File: config.mk
export PLATFORM = sky130hd
export DESIGN_NAME = fib_sequencer
export DESIGN_NICKNAME = d
export VERILOG_FILES = /design/src/rtl/fib_pkg.sv /design/src/rtl/fib_loop_counter.sv /design/src/rtl/fib_sequencer.sv
export SDC_FILE = /design/constraint.sdc
export NUM_CORES = 1
export LEC_CHECK = 0
export BUFFER_PORTS_ARGS = -buffer_cell sky130_fd_sc_hd__buf_2
export CORE_MARGIN = 4
export CORE_UTILIZATION = 45
export CTS_CLUSTER_DIAMETER = 40
export DETAILED_ROUTE_END_ITERATION = 12
export PLACE_DENSITY = 0.71
export SYNTH_ARGS = -nofsm -noshare
export SYNTH_HDL_FRONTEND = slang
export SYNTH_SLANG_ARGS = --single-unit
File: constraint.sdc
create_clock -name clk -period 9.55 [get_ports clk]
set_input_delay 2.865 -clock clk [delete_from_list [all_inputs] [get_ports clk]]
set_output_delay 2.865 -clock clk [all_outputs]
set_load 0.005 [all_outputs]
File: src/rtl/fib_pkg.sv
// Shared types and register-file addresses for the Fibonacci sequencer.
package fib_pkg;

    typedef enum logic [2:0] {
        StIdle,
        StInitA,
        StInitB,
        StAdd,
        StShift1,
        StShift2,
        StFinish,
        StDone
    } fib_state_e;

    localparam logic [1:0] RF_ZERO = 2'b00;
    localparam logic [1:0] RF_PREV = 2'b01;
    localparam logic [1:0] RF_CURR = 2'b10;
    localparam logic [1:0] RF_TMP  = 2'b11;

    // Number of loop iterations for index n, i.e. max(n-1, 0).
    function automatic logic [7:0] loop_count(input logic [7:0] n);
        return (n == 8'd0) ? 8'd0 : n - 8'd1;
    endfunction

endpackage

File: src/rtl/fib_loop_counter.sv
// Loadable down-counter for the Fibonacci loop; saturates at zero.
module fib_loop_counter #(
    parameter int unsigned Width = 8
) (
    input  logic             clk,
    input  logic             reset,
    input  logic             load_i,
    input  logic [Width-1:0] load_val_i,
    input  logic             dec_i,
    output logic             is_one_o,
    output logic             is_zero_o
);

    logic [Width-1:0] cnt_q, cnt_d;

    always_comb begin
        cnt_d = cnt_q;
        if (load_i) begin
            cnt_d = load_val_i;
        end else if (dec_i && (cnt_q != '0)) begin
            cnt_d = cnt_q - Width'(1);
        end
    end

    always_ff @(posedge clk or negedge reset) begin
        if (!reset) begin
            cnt_q <= '0;
        end else begin
            cnt_q <= cnt_d;
        end
    end

    assign is_zero_o = (cnt_q == '0);
    assign is_one_o  = (cnt_q == Width'(1));

endmodule

File: src/rtl/fib_sequencer.sv
// Drives a 4-entry register file to compute F(n) with a start/busy/done handshake.
module fib_sequencer
    import fib_pkg::*;
#(
    parameter int unsigned REGF_WIDTH = 16,
    parameter int unsigned CNT_WIDTH  = 8
) (
    input  logic                  clk,
    input  logic                  reset,
    input  logic                  start_i,
    input  logic [CNT_WIDTH-1:0]  n_i,
    input  logic [REGF_WIDTH-1:0] reg1_i,
    input  logic [REGF_WIDTH-1:0] reg2_i,
    output logic [1:0]            write_o,
    output logic [1:0]            read1_o,
    output logic [1:0]            read2_o,
    output logic [REGF_WIDTH-1:0] data_o,
    output logic                  busy_o,
    output logic                  done_o,
    output logic [REGF_WIDTH-1:0] result_o,
    output logic                  overflow_o
);

    fib_state_e            state_q;
    logic [CNT_WIDTH-1:0]  n_q;
    logic [REGF_WIDTH-1:0] result_q;
    logic                  overflow_q;
    logic                  busy_q;
    logic                  done_q;

    logic [REGF_WIDTH:0]   sum;
    logic [CNT_WIDTH-1:0]  cnt_load_val;
    logic                  cnt_load;
    logic                  cnt_dec;
    logic                  cnt_is_one;
    logic                  cnt_is_zero;

    assign sum          = {1'b0, reg1_i} + {1'b0, reg2_i};
    assign cnt_load_val = (n_i == '0) ? '0 : n_i - CNT_WIDTH'(1);
    assign cnt_load     = (state_q == StIdle) && start_i;
    assign cnt_dec      = (state_q == StShift2);

    fib_loop_counter #(
        .Width (CNT_WIDTH)
    ) u_loop_counter (
        .clk        (clk),
        .reset      (reset),
        .load_i     (cnt_load),
        .load_val_i (cnt_load_val),
        .dec_i      (cnt_dec),
        .is_one_o   (cnt_is_one),
        .is_zero_o  (cnt_is_zero)
    );

    // Register-file selects are Moore decodes; the file reads combinationally and
    // writes at the next edge, so each state reads and writes in the same cycle.
    always_comb begin
        write_o = RF_ZERO;
        read1_o = RF_ZERO;
        read2_o = RF_ZERO;
        data_o  = '0;
        unique case (state_q)
            StInitA: begin
                write_o = RF_PREV;
            end
            StInitB: begin
                write_o = RF_CURR;
                data_o  = REGF_WIDTH'(1);
            end
            StAdd: begin
                read1_o = RF_PREV;
                read2_o = RF_CURR;
                write_o = RF_TMP;
                data_o  = sum[REGF_WIDTH-1:0];
            end
            StShift1: begin
                read1_o = RF_CURR;
                write_o = RF_PREV;
                data_o  = reg1_i;
            end
            StShift2: begin
                read1_o = RF_TMP;
                write_o = RF_CURR;
                data_o  = reg1_i;
            end
            StFinish: begin
                read2_o = RF_CURR;
            end
            default: ;
        endcase
    end

    always_ff @(posedge clk or negedge reset) begin
        if (!reset) begin
            state_q    <= StIdle;
            n_q        <= '0;
            result_q   <= '0;
            overflow_q <= 1'b0;
            busy_q     <= 1'b0;
            done_q     <= 1'b0;
        end else begin
            done_q <= 1'b0;
            unique case (state_q)
                StIdle: begin
                    if (start_i) begin
                        state_q    <= StInitA;
                        busy_q     <= 1'b1;
                        n_q        <= n_i;
                        overflow_q <= 1'b0;
                        result_q   <= '0;
                    end
                end
                StInitA: state_q <= StInitB;
                StInitB: state_q <= cnt_is_zero ? StFinish : StAdd;
                StAdd: begin
                    overflow_q <= overflow_q | sum[REGF_WIDTH];
                    state_q    <= StShift1;
                end
                StShift1: state_q <= StShift2;
                // Counter still holds the pre-decrement value here.
                StShift2: state_q <= cnt_is_one ? StFinish : StAdd;
                StFinish: begin
                    result_q <= (n_q == '0) ? '0 : reg2_i;
                    done_q   <= 1'b1;
                    state_q  <= StDone;
                end
                StDone: begin
                    busy_q  <= 1'b0;
                    state_q <= StIdle;
                end
                default: begin
                    busy_q  <= 1'b0;
                    state_q <= StIdle;
                end
            endcase
        end
    end

    assign busy_o     = busy_q;
    assign done_o     = done_q;
    assign result_o   = result_q;
    assign overflow_o = overflow_q;

endmodule

==> results.cfg <==
[synthesis]
synth_top_area_cell = dfrtp_1
syn_nets = 366
synth.avg_cell_area_um2 = 9.06
yosysTopAreaCellShare_pct = 34.7
synth_edf_count = 0
yosysWarnings = 0
ys_seq_area_share_pct = 34.7
ys.flop_type = dfrtp_1
yosysUniqueCellTypes = 54
synthTopCellsByArea = dfrtp_1 35%, ha_1 8.7%, a22o_1 6.4%
synth-async-reset-ratio_pct = 100
syn_area_um2 = 2740
synthCells = 303
ys_ff_latch = 38

[sta]
relSlewSlack_pct = 23.8
tns_ns = 0
drv_slew = 0
whs_ns = 0.495
period_share_pct = 81.4
skew_ns = 0.00989
min_period_ns = 7.77
worst_pin_slew_ns = 1.14
rsz0062_at_grt = false
setup_viol = 0
finalHoldViolCount = 0
timing.final.ws_setup_ns = 1.78
max_freq_mhz = 129

[detailed_routing]
drt_first_pass_iters = 4
routed_wl_um = 7190
vias_per_cell = 5.73
vias = 2620
ant_nets = 0
drt_iter0_drc = 159
wl_per_cell_um = 15.7
drc_errors = 0

[place]
pre_cts_slack_ns = 1.80
io_buffers = 82
detailed_place_hpwl_um = 5440
gp_congestion = 0.878

[setup_path]
worst_ep_arrival_time_ns = 4.91
r2r-start = state_q[0]$_DFFE_PN0P_
required_ns = 6.69
worstReg2RegEnd = result_o[14]$_DFFE_PN0P_
path_common_cell = buf_2
r2r_setup_slack_ns = 6.93
critPathKind = input pin to primary output
crit_path_start = reg1_i[0]
crit_fanout = 3
path_cells = buf_2 > ha_1 > inv_1 > fa_1 > nor2b_1 > o31ai_1 > a211oi_1 > o21ai_1 > mux2i_1 > nand2_1 > buf_2
critPathSlowestCell = fa_1
rr_worst_depth = 4
start_kind = input pin
slowest_delay_ns = 0.40
crit_end = data_o[14]
cp-end-kind = primary output

[die]
dieArea_um2 = 7410
initial_utilization_pct = 46.3
num_rows = 28
die-height_um = 86.1
core_area_um2 = 5920
ios = 84
die_x_um = 86.1

[clock_tree]
post_cts_buffers = 0
insertion_delay_ns = 0.30
cts_resized = 0
cts_max_level = 2
cts-root-buf = clkbuf_8
postCtsHoldBufs = 0
clkTransAtPathRegs_ns = 0.08
cts_tree = done
cts-buffers-inserted = 5
clkSinkCount = 38
clockBufferDepth = 2

[finish]
layout-drive-gt1-share_pct = 26.2
ff_latch_area_um2 = 951
area_growth_pct = 21.8
nNetsFinal = 444
multi_input_area_um2 = 1700
antenna_cells = 0
fillers = 552
mostFrequentLayoutCell = buf_2
final_cell_mix = 82 x buf_2, 38 x dfrtp_1, 29 x nand2_1

[run_status]
outcome = complete, no violations

[pwr]
power_density_nw_per_um2 = 123
leakage_nw = 1.69
peakVddDrop_uv = 78.4

[min_path]
hp-class = flip-flop to flip-flop

[global_routing]
grt_pass1_wl_um = 12000
grt_max_degree = 39
grt_pass1_vias = 2608
track_usage_pct = 20.1
grt_overflow_total = 0
antenna_found_initial = 0

[run]
maxCapViolCount = 0
==> layout make-up <==
class                      instances  area share [%]
clock buffer                       5            2.06
clock inverter                     3            2.06
inverter                          11            1.24
multi-input combinational        242            50.9
sequential                        38            28.5
tap                               75            2.81
timing repair buffer              83            12.5
==> power by group <==
part / total, W / internal [W] / switching (W)
Sequential: 0.000163 / 0.000162 / 0.00000101
Clock: 0.000168 / 0.000105 / 0.0000629
Combinational: 0.0000806 / 0.0000356 / 0.0000450
==> worst min-delay path by stage <==
stage	cells after the start	to	slack, ns	startpoint
final	1	n_q[1]$_DFFE_PN0P_	0.50	n_q[1]$_DFFE_PN0P_
after detailed placement	1	n_q[1]$_DFFE_PN0P_	0.48	n_q[1]$_DFFE_PN0P_
after global placement	1	n_q[2]$_DFFE_PN0P_	0.47	n_q[2]$_DFFE_PN0P_
after CTS	1	n_q[1]$_DFFE_PN0P_	0.50	n_q[1]$_DFFE_PN0P_
after floorplan	1	n_q[1]$_DFFE_PN0P_	0.46	n_q[1]$_DFFE_PN0P_
after global routing	1	result_o[3]$_DFFE_PN0P_	0.52	result_o[3]$_DFFE_PN0P_
==> sequential cells by signal, indices dropped and copies added (netlist names) <==
name                  flops
busy_o                    1
done_o                    1
n_q                       8
overflow_o                1
result_o                 16
state_q                   3
u_loop_counter.cnt_q      8
==> synthesized netlist by cell type (5+ instances only) <==
cell and instances:
o22ai_1 5, nor3_1 10, nand2_1 29, xor2_1 7, nand2b_1 5, a22o_1 20, nor2_1 14, ha_1 19
inv_1 10, a21oi_1 24, dfrtp_1 38, xnor2_1 11, nand3_1 5, clkbuf_1 7, mux2_1 9, nor2b_1 5
o21ai_1 20
==> critical path: cells and delay by family <==
family / cells / cell delay, ns
simple gates: 2 / 0.23
compound gates: 3 / 0.73
fa+ha+maj: 2 / 0.60
mux: 1 / 0.19
buf+inv: 3 / 0.29
==> through the flow <==
step,power [W],cells,instance area (µm²),util [%]
after floorplan,0.000216,303,2740,-
after global placement,0.000244,449,3200,54.1
after detailed placement,0.000246,449,3200,54.1
after CTS,0.000415,457,3340,56.4
after global routing,0.000434,457,3340,56.4
final,0.000411,457,3340,56.4
==> kinds of logic after synthesis <==
kind of cell	Yosys count	share of synthesized area (%)
other	1	0.137
buffers and inverters	23	3.42
adder cells (fa/ha/maj)	20	9.39
multiplexers	12	4.83
XOR/XNOR	18	5.75
AND/OR/NAND/NOR	89	17.1
AO/OA/AOI/OAI	102	24.7
flip-flops	38	34.7
==> metal layers <==
layer	share of wire [%]	wire length (µm)	GRT usage, %	up-vias
li1	-	-	-	1275
met1	45	3210	25.6	1236
met2	46	3340	32.8	92
met3	6.2	446	4.80	17
met4	2.6	188	7.91	0
met5	0	0	0	-
No activity file was read; power rests on OpenSTA's default activity.
